===== config.mk =====
export PLATFORM = sky130hd
export DESIGN_NAME = if_fetch_unit
export DESIGN_NICKNAME = d
export VERILOG_FILES = /design/src/rtl/if_fetch_unit.sv
export SDC_FILE = /design/constraint.sdc
export NUM_CORES = 1
export LEC_CHECK = 0
export CORE_UTILIZATION = 34
export DETAILED_ROUTE_END_ITERATION = 8
export SLEW_MARGIN = 20
export SYNTH_ARGS = -nofsm -noshare
export SYNTH_HDL_FRONTEND = slang
export SYNTH_SLANG_ARGS = --single-unit

===== constraint.sdc =====
create_clock -name clk_i -period 4.6 [get_ports clk_i]
set_input_delay 0.92 -clock clk_i [delete_from_list [all_inputs] [get_ports clk_i]]
set_output_delay 0.92 -clock clk_i [all_outputs]
set_load 0.03 [all_outputs]

===== src/rtl/if_fetch_unit.sv =====
// Instruction fetch stage: owns the PC, runs the req/ack handshake to instruction memory and
// feeds IF/ID through a one-entry buffer. Define FETCH_BYPASS_EN to forward zero-wait fetches.
module if_fetch_unit #(
    parameter logic [31:0] RESET_PC = 32'h0000_0000
) (
    input  logic        clk_i,
    input  logic        rst_i,
    input  logic        PC_Write_i,
    input  logic        dstall_i,
    input  logic        branch_i,
    input  logic [31:0] branch_target_i,
    output logic        imem_req_o,
    output logic [31:0] imem_addr_o,
    input  logic        imem_ack_i,
    input  logic [31:0] imem_data_i,
    output logic [31:0] PC_o,
    output logic [31:0] instr_o,
    output logic        IF_ID_Write_o,
    output logic        IF_Flush_o,
    output logic        stall_o
);
    typedef enum logic {REQ, FULL} state_t;

    state_t      state, state_nxt;
    logic [31:0] pc, pc_nxt;
    logic [31:0] pend_target, pend_target_nxt;
    logic [31:0] buf_pc4, buf_pc4_nxt;
    logic [31:0] buf_instr, buf_instr_nxt;
    logic        buf_valid, buf_valid_nxt;
    logic        discard, discard_nxt;
    logic        adv, redirect, fetch_ok, bypass_hit;
    logic [31:0] pc_plus4;

    assign adv      = PC_Write_i & ~dstall_i;
    assign redirect = branch_i & ~dstall_i;
    assign pc_plus4 = pc + 32'd4;
    assign fetch_ok = (state == REQ) & imem_ack_i & ~discard & ~redirect;

`ifdef FETCH_BYPASS_EN
    assign bypass_hit = fetch_ok & adv;
    assign PC_o       = bypass_hit ? pc_plus4 : buf_pc4;
    assign instr_o    = bypass_hit ? imem_data_i : buf_instr;
`else
    assign bypass_hit = 1'b0;
    assign PC_o       = buf_pc4;
    assign instr_o    = buf_instr;
`endif

    assign IF_ID_Write_o = (buf_valid & adv & ~redirect) | bypass_hit;
    assign IF_Flush_o    = redirect | (~buf_valid & adv & ~bypass_hit);
    assign stall_o       = ~IF_ID_Write_o & ~IF_Flush_o;
    assign imem_req_o    = (state == REQ);
    assign imem_addr_o   = pc;

    always_comb begin
        state_nxt       = state;
        pc_nxt          = pc;
        pend_target_nxt = pend_target;
        buf_pc4_nxt     = buf_pc4;
        buf_instr_nxt   = buf_instr;
        buf_valid_nxt   = buf_valid;
        discard_nxt     = discard;
        case (state)
            REQ: begin
                if (imem_ack_i) begin
                    if (discard) begin
                        // stale response: a redirect arriving now beats the saved target
                        discard_nxt = 1'b0;
                        pc_nxt      = redirect ? branch_target_i : pend_target;
                    end else if (redirect) begin
                        pc_nxt = branch_target_i;
                    end else if (bypass_hit) begin
                        pc_nxt = pc_plus4;
                    end else begin
                        buf_instr_nxt = imem_data_i;
                        buf_pc4_nxt   = pc_plus4;
                        buf_valid_nxt = 1'b1;
                        pc_nxt        = pc_plus4;
                        state_nxt     = FULL;
                    end
                end else if (redirect) begin
                    // address must hold until the outstanding ack, so park the target
                    discard_nxt     = 1'b1;
                    pend_target_nxt = branch_target_i;
                end
            end
            FULL: begin
                if (redirect) begin
                    buf_valid_nxt = 1'b0;
                    pc_nxt        = branch_target_i;
                    state_nxt     = REQ;
                end else if (IF_ID_Write_o) begin
                    buf_valid_nxt = 1'b0;
                    state_nxt     = REQ;
                end
            end
            default: state_nxt = REQ;
        endcase
    end

    always_ff @(posedge clk_i or posedge rst_i) begin
        if (rst_i) begin
            state     <= REQ;
            pc        <= RESET_PC;
            buf_valid <= 1'b0;
            discard   <= 1'b0;
            buf_pc4   <= 32'h0;
            buf_instr <= 32'h0;
        end else begin
            state     <= state_nxt;
            pc        <= pc_nxt;
            buf_valid <= buf_valid_nxt;
            discard   <= discard_nxt;
            buf_pc4   <= buf_pc4_nxt;
            buf_instr <= buf_instr_nxt;
        end
    end

    // only meaningful while discard is set, so it needs no reset
    always_ff @(posedge clk_i) begin
        pend_target <= pend_target_nxt;
    end
endmodule


==> results of run 1 <==
## state kept, by name, summed over array words and instances (netlist names)
register     flops
state            1
discard          1
pend_target     32
instr_o         32
imem_addr_o     32
PC_o            32
buf_valid        1
## worst min-delay path by stage
stage                                 to  slack, ns  depth (start not counted)
after floorplan           imem_addr_o[0]       0.47                          2
after global placement          PC_o[31]       0.46                          1
after detailed placement        PC_o[31]       0.47                          1
after CTS                       PC_o[31]       0.48                          1
after global routing            PC_o[31]       0.51                          1
final                           PC_o[20]       0.48                          2
## cell families after synthesis
family	Yosys count
AOI/OAI and AO/OA	141
xor gates and xnor gates	25
adders and majority gates	1
buffers and inverters	48
DFF	131
muxes	36
and+or+nand+nor	258
## synthesized netlist by cell type, types with 2 or more instances
library cell	instances	area share [%]
o21ai_0	40	3.1
dfrtp_1	99	38
a222oi_1	4	0.62
a21o_1	3	0.35
o22a_1	2	0.27
nand4_1	10	0.97
nand2b_1	2	0.19
and3_1	8	0.78
a22o_1	2	0.27
a31oi_1	2	0.19
a211oi_1	2	0.23
and3_2	2	0.23
mux2_2	35	6.1
a221oi_1	2	0.27
o21ai_1	11	0.85
buf_1	3	0.17
a2bb2oi_1	9	1.2
a21oi_1	30	2.3
o211ai_1	4	0.47
buf_2	15	1.2
xnor2_1	15	2.0
o22ai_1	3	0.29
nor2_1	22	1.3
clkbuf_1	14	0.82
nor4_1	2	0.19
inv_1	10	0.58
o21a_1	3	0.35
nor3_2	3	0.47
nand2_1	167	9.7
o2bb2a_1	3	0.47
xor2_1	10	1.4
nand3_1	17	1.3
edfxtp_1	32	15
and4_4	2	0.35
nor4_4	3	0.99
buf_4	4	0.47
nor3_1	4	0.31
o2bb2ai_1	8	1.1
and2_1	3	0.29
## worst max-delay path, delay by kind of cell
family                 cells  cell delay, ns
buffers and inverters      2            1.27
AOI/OAI and AO/OA          1            0.17
## through the flow
step	cell area, µm²	power, mW	util [%]
6_report	8919	6.738	48.82
5_1_grt	8919	7.099	48.82
4_1_cts	8919	6.788	48.82
3_5_place_dp	8335	5.442	45.62
3_3_place_gp	8335	5.378	45.62
2_1_floorplan	6442	4.076	-
## placed cells by master (no fill, tap or decap), types with 3 or more instances in the layout
| master | synthesis | layout |
|---|---|---|
| clkbuf_16 | 0 | 17 |
| clkbuf_1 | 14 | 5 |
| o2bb2a_1 | 3 | 3 |
| o21a_1 | 3 | 3 |
| nor4_4 | 3 | 3 |
| buf_4 | 4 | 8 |
| o2bb2ai_1 | 8 | 8 |
| a21oi_1 | 30 | 30 |
| o21ai_0 | 40 | 39 |
| a21o_1 | 3 | 3 |
| and3_1 | 8 | 8 |
| and2_1 | 3 | 3 |
| inv_1 | 10 | 9 |
| clkdlybuf4s50_1 | 0 | 169 |
| nand2_1 | 167 | 167 |
| nand4_1 | 10 | 10 |
| a2bb2oi_1 | 9 | 9 |
| o22ai_1 | 3 | 3 |
| xor2_1 | 10 | 10 |
| edfxtp_1 | 32 | 32 |
| nor3_1 | 4 | 4 |
| nor3_2 | 3 | 3 |
| o211ai_1 | 4 | 4 |
| a222oi_1 | 4 | 4 |
| o21ai_1 | 11 | 12 |
| dfrtp_1 | 99 | 99 |
| clkbuf_8 | 0 | 5 |
| nor2_1 | 22 | 21 |
| xnor2_1 | 15 | 15 |
| mux2_2 | 35 | 35 |
| nand3_1 | 17 | 16 |
## final cells by class
cell class,count,area (µm²),share of cell area [%]
flip-flops and latches,131,3438,38.55
multi-input cells,461,2799,31.38
repair buffers,178,1772,19.87
clock buffers,27,513.0,5.752
well taps,229,286.5,3.213
clock inverters,4,70.07,0.7856
inverters,10,40.04,0.4489
## routing by layer
layer  share of wire [%]  vias to the layer above  wire [µm]  global-route usage, %
met5                   0                        -          0                      0
met4                 1.9                        0        359                  6.940
met3                 7.4                       23       1383                  4.336
met2                  43                      236       8140                  28.85
met1                  47                     2595       8897                  28.38
li1                    -                     2600          -                      -
## power by group
| part | internal, mW | total, mW | switching [mW] |
|---|---|---|---|
| clock | 0.866 | 1.33 | 0.468 |
| sequential | 1.71 | 2.23 | 0.525 |
| combinational | 1.33 | 3.17 | 1.84 |
==> reports/qor.yml, run 1 <==
synth_xor_area_share_pct: 3.399
htree_levels: 4
first_iter_violations: 394
layout_setup_ws_ns: 1.319
cpPeakStageDelay_ns: 0.70
worstSetupStartpoint: "dstall_i"
synth_edf_count: 32
ctsHoldBuffers: 0
fin_worst_skew_ns: 0.007392
grt.total_usage_pct: 19.66
p_leak_nw: 3.630
cts_buffers: 17
rsz0062_at_grt: "no"
cts_root_buf: "clkbuf_16"
drive_gt1_share_pct: 11.71
ys_seq_elements: 131
synth-async-reset-ratio_pct: 75.57
final.min_clock_period_ns: 3.281
cp.required_ns: 3.68
synth_fp_nets: 711
cpMaxStageDelayCell: "clkdlybuf4s50_1"
placed_cells: 1009
synth_ff_type: "dfrtp_1"
cp-start-kind: "input pin"
arrival_ns: 2.36
place.gp.congestion: 0.8231
drc_errors: 0
end_kind: "primary output"
overflow: 0
die_h_um: 139.7
cp-endpoint: "stall_o"
first_global_vias: 5217
synth_top_family_by_area: "simple AND/OR/NAND/NOR gates"
synth_adder_area_share_pct: 0.1942
post_cts_resized: 0
antenna_found_initial: 0
die_x_um: 139.7
setup-violations-final: 0
synth_compound_area_share_pct: 14.16
cap_violations: 0
routed_via_density: 5.244
initial_utilization_pct: 35.26
finalSetupTns_ns: 0
crit_chain: "clkdlybuf4s50_1, o21bai_1, clkdlybuf4s50_1"
yosys_warnings: 0
cts_num_sinks: 131
fill_cells: 1657
cts_tree: "built"
p_per_area_nw_per_um2: 755.6
ios: 170
clkTransAtPathRegs_ns: 0.05
drtAntennaViolNets: 0
status: "finished clean"
irDropWorstVdd_mv: 0.2774
dp_hpwl_um: 13790
synth_mux_area_share_pct: 6.273
fp.dieArea_um2: 19500
vias: 5454
layout.nets: 870
wl_um: 18780
hold_viol: 0
synth.yosys.seq_area_share_pct: 53.37
area_delta_synth_final_pct: 38.43
rrSetupSlack_ns: 2.01
clockBufferDepth: 2
clock_latency_ns: 0.41
synthCells: 640
hold_class: "reg2reg"
synth_area_um2: 6442
rows: 49
path_class: "in2out"
syn_area_per_cell_um2: 10.07
ys_types: 69
drt_pre_antenna_iters: 5
rr_endpoint: "imem_addr_o[20]"
drv_slew: 0
insertedDiodeCount: 0
crit_fanout: 6
core_area_um2: 18270
port_buffers: 169
synthSimpleGateAreaFrac_pct: 19.15
relSlewSlack_pct: 36.37
postCtsSetupRepairBufs: 0
post-place-ws_ns: 1.306
instances_no_fill: 1040
min_from: "PC_o[20]"
grt_pass1_wl_um: 29710
tightest_slew_ns: 0.9545
fin_worst_hold_slack_ns: 0.4753
r2r-start: "discard"
grt_max_degree: 76
crit_top_cell: "clkdlybuf4s50_1"
routedWlPerCell_um: 18.06
fmaxAchievable_mhz: 304.8
final.period_utilization_pct: 71.32
ff2ff_path_depth: 5
No activity file was read; power rests on OpenSTA's default activity.
==> inputs of run 2 (changes only) <==
==> constraint.sdc (replaced) <==
create_clock -name clk_i -period 3 [get_ports clk_i]
set_input_delay 0.6 -clock clk_i [delete_from_list [all_inputs] [get_ports clk_i]]
set_output_delay 0.6 -clock clk_i [all_outputs]
set_load 0.03 [all_outputs]
==> reports/qor.yml, run 2 (synthesis results as in run 1) <==
status: "finished clean"
wl_um: 18780
final.min_clock_period_ns: 2.654
overflow: 0
cpPeakStageDelay_ns: 0.71
clkTransAtPathRegs_ns: 0.05
area_delta_synth_final_pct: 40.03
fmaxAchievable_mhz: 376.8
drv_slew: 0
instances_no_fill: 1052
p_leak_nw: 3.688
crit_fanout: 6
cap_violations: 0
first_iter_violations: 402
drc_errors: 0
fill_cells: 1648
antenna_found_initial: 0
most-common-layout-cells: "169 x clkdlybuf4s50_1, 167 x nand2_1, 99 x dfrtp_1"
layout.nets: 882
grt_max_degree: 100
crit_top_cell: "clkdlybuf4s50_1"
p_clk_share_pct: 19.1
htree_levels: 4
path_class: "in2out"
cts_root_buf: "clkbuf_16"
layout_commonest_cell: "clkdlybuf4s50_1"
drtAntennaViolNets: 0
cp-start-kind: "input pin"
irDropWorstVdd_mv: 0.4353
crit_chain: "clkdlybuf4s50_1, o21bai_1, clkdlybuf4s50_1"
grt.total_usage_pct: 19.92
grt_pass1_wl_um: 30040
drive_gt1_share_pct: 13.00
rows: 49
routedWlPerCell_um: 17.85
crit_buf_inv: 2
vias: 5496
fp.dieArea_um2: 19500
place_area_um2: 8452
setup-violations-final: 0
switching_share_pct: 42.01
cts_num_sinks: 131
hold_viol: 0
fin_worst_skew_ns: 0.009742
die_h_um: 139.7
tightest_slew_ns: 0.8985
p_per_area_nw_per_um2: 1146
final.period_utilization_pct: 88.47
insertedDiodeCount: 0
design_area_um2: 9021
cpMaxStageDelayCell: "clkdlybuf4s50_1"
die_x_um: 139.7
finalPower_mw: 10.34
routed_via_density: 5.224
power.switching_mw: 4.341
initial_utilization_pct: 35.26
multi_input_area_um2: 2799
relSlewSlack_pct: 39.70
cts_buffers: 17
ctsHoldBuffers: 0
postCtsSetupRepairBufs: 0
port_buffers: 169
finalSetupTns_ns: 0
end_kind: "primary output"
ios: 170
dp_hpwl_um: 14150
hold_class: "reg2reg"
clockBufferDepth: 2
utilization_pct: 49.38
clock_latency_ns: 0.41
core_area_um2: 18270
arrival_ns: 2.05
drt_pre_antenna_iters: 6
placed_cells: 1021
path_delay_family: "buffers and inverters"
power.internal_mw: 5.994
power_frac_comb_pct: 48.0
pwr-share-seq_pct: 32.9
rsz0062_at_grt: "no"
post_cts_resized: 0
first_global_vias: 5402
place.gp.congestion: 0.8288
cts_tree: "built"
final-seq-area_um2: 3438
cp.required_ns: 2.40
==> run 2: area by class of cell <==
type	count	area share, %
Timing Repair Buffer	190	20.92
Sequential cell	131	38.11
Inverter	10	0.4577
Multi-Input combinational cell	461	31.03
Clock buffer	27	5.811
Clock inverter	4	0.4993
Tap cell	229	3.176
==> run 2: worst min-delay path: cells and delay by family (launching register included) <==
kind,cells,cell delay (ns)
flops,1,0.34
compound gates,1,0.05
simple gates,1,0.04
==> run 2: power by group through the flow <==
stage          Clock, mW  Sequential [mW]  Combinational [mW]
2_1_floorplan          0             4.38                1.87
3_3_place_gp           0             3.38                4.92
3_5_place_dp           0             3.43                4.97
4_1_cts             2.03             3.39                4.99
5_1_grt             2.11             3.51                5.30
6_report            1.98             3.40                4.96
==> run 2: through the flow <==
step | worst slack (ns) | hold WS (ns)
after floorplan | 0.5374 | 0.4687
after global placement | 0.3458 | 0.4653
after detailed placement | 0.2229 | 0.4714
after CTS | 0.3694 | 0.4840
after global routing | 0.2774 | 0.5024
final | 0.3458 | 0.4772
==> run 2: per-layer routing <==
layer  part of all wire, %  track usage (%)  vias up  routed length (µm)
met5                     0                0        -                   0
met4                   1.0            5.784        0                 191
met3                   8.0            5.265       18                1497
met2                    44            29.81      264                8249
met1                    47            28.21     2600                8837
li1                      -                -     2614                   -
==> run 2: final timing paths <==
kind	end	from	slack, ns	cells after the start
max in group asynchronous	PC_o[13]	rst_i	1.89	3
hold / removal	PC_o[8]	PC_o[8]	0.48	2
hold reg to reg	PC_o[8]	PC_o[8]	0.48	2
min in group asynchronous	instr_o[3]	rst_i	0.71	3
setup reg to reg	imem_addr_o[17]	state	0.74	5
setup / recovery	stall_o	dstall_i	0.35	3
==> inputs of run 3 (changes only) <==
--- a/config.mk
+++ b/config.mk
@@ -6,7 +6,9 @@
 export NUM_CORES = 1
 export LEC_CHECK = 0
 export CORE_UTILIZATION = 34
+export CTS_CLUSTER_SIZE = 14
 export DETAILED_ROUTE_END_ITERATION = 8
+export SETUP_SLACK_MARGIN = 0.5
 export SLEW_MARGIN = 20
 export SYNTH_ARGS = -nofsm -noshare
 export SYNTH_HDL_FRONTEND = slang
==> reports/qor.yml, run 3 (synthesis results as in run 1) <==
tightest_slew_ns: 0.9100
cp.required_ns: 2.40
hold_end: "PC_o[8]"
wl_um: 18760
cpPeakStageDelay_ns: 0.77
clkTransAtPathRegs_ns: 0.05
drive_gt1_share_pct: 13.12
cp-start-kind: "flop"
grt_pass1_wl_um: 30020
first_iter_violations: 404
crit_chain: "clkdlybuf4s50_1"
cts_tree: "built"
arrival_ns: 1.79
fin_worst_skew_ns: 0.009795
fill_cells: 1649
setup-violations-final: 0
p_leak_nw: 3.701
die_h_um: 139.7
hold_class: "reg2reg"
hold_viol: 0
ff2ff_path_depth: 5
fp.dieArea_um2: 19500
first_global_vias: 5400
cts_num_sinks: 131
port_buffers: 169
die_x_um: 139.7
final-seq-area_um2: 3440
overflow: 0
cts_buffers: 17
rrSetupSlack_ns: 0.84
cap_violations: 0
core_area_um2: 18270
p_per_area_nw_per_um2: 1145
clock_latency_ns: 0.41
irDropWorstVdd_mv: 0.4355
path_class: "reg2out"
min_from: "PC_o[8]"
routedWlPerCell_um: 17.83
drc_errors: 0
place.gp.congestion: 0.8288
insertedDiodeCount: 0
crit_fanout: 10
htree_levels: 4
drv_slew: 0
layout.nets: 882
ctsHoldBuffers: 0
grt_max_degree: 100
end_kind: "primary output"
drtAntennaViolNets: 0
path_delay_family: "buffers and inverters"
multi_input_area_um2: 2799
final.min_clock_period_ns: 2.391
finalSetupTns_ns: 0
crit_buf_inv: 1
finalPower_mw: 10.33
status: "finished clean"
cpMaxStageDelayCell: "clkdlybuf4s50_1"
most-common-layout-cells: "167 x nand2_1, 165 x clkdlybuf4s50_1, 98 x dfrtp_1"
ios: 170
drt_pre_antenna_iters: 5
vias: 5482
clockBufferDepth: 2
routed_via_density: 5.211
area_delta_synth_final_pct: 40.03
worstHoldPathCells: 2
antenna_found_initial: 0
relSlewSlack_pct: 38.93
rr_endpoint: "imem_addr_o[17]"
final.period_utilization_pct: 79.69
rsz0062_at_grt: "no"
rows: 49
grt.total_usage_pct: 19.91
initial_utilization_pct: 35.26
r2r-start: "state"
layout_commonest_cell: "nand2_1"
fmaxAchievable_mhz: 418.3
dp_hpwl_um: 14150
crit_cells: 1
cts_root_buf: "clkbuf_16"
run 3: changes by cell type in the layout (fill, tap and decap cells not counted), sizes merged:
cell and change:
clkdlybuf4s50 -4, dlymetal6s2s +1, dlygate4sd2 +3
run 3: stage by stage:
stage	instances	utilization [%]	worst slack, ns	instance area, µm²	hold slack (ns)
3_5_place_dp	1021	46.26	0.2229	8452	0.4714
6_report	1052	49.38	0.6093	9021	0.4772
5_1_grt	1052	49.38	0.5122	9021	0.5024
4_1_cts	1052	49.36	0.5475	9019	0.4840
3_3_place_gp	1021	46.26	0.3458	8452	0.4653
2_1_floorplan	640	-	0.5374	6449	0.4687
run 3: cell type report:
type	instances	area share, %
tap	229	3.176
inverter	10	0.4577
clock inverter	4	0.4993
clock buffer	27	5.811
sequential	131	38.13
multi-input combinational	461	31.03
timing repair buffer	190	20.90
run 3: worst max path at each step:
stage | from | end
finish | imem_addr_o[9] | imem_addr_o[9]
global route | dstall_i | imem_addr_o[26]
CTS | state | imem_req_o
detailed placement | dstall_i | imem_addr_o[26]
global placement | dstall_i | imem_addr_o[21]
floorplan | imem_ack_i | imem_addr_o[31]
run 3: timing repair:
item	CTS	global route
setup buffers	0	0
endpoints found under the setup margin	4	1
pin swaps	0	0
gates resized for setup	4	1
run 3: routing by layer:
metal	wire length, µm	global-route usage [%]	up-vias
li1	-	-	2612
met1	8825	28.21	2592
met2	8259	29.78	255
met3	1459	5.265	23
met4	212	5.784	0
met5	0	0	-
run 3: where the power goes:
part	switching (mW)	total (mW)	internal, mW
Sequential	0.770	3.39	2.62
Clock	0.710	1.98	1.27
Combinational	2.86	4.96	2.10
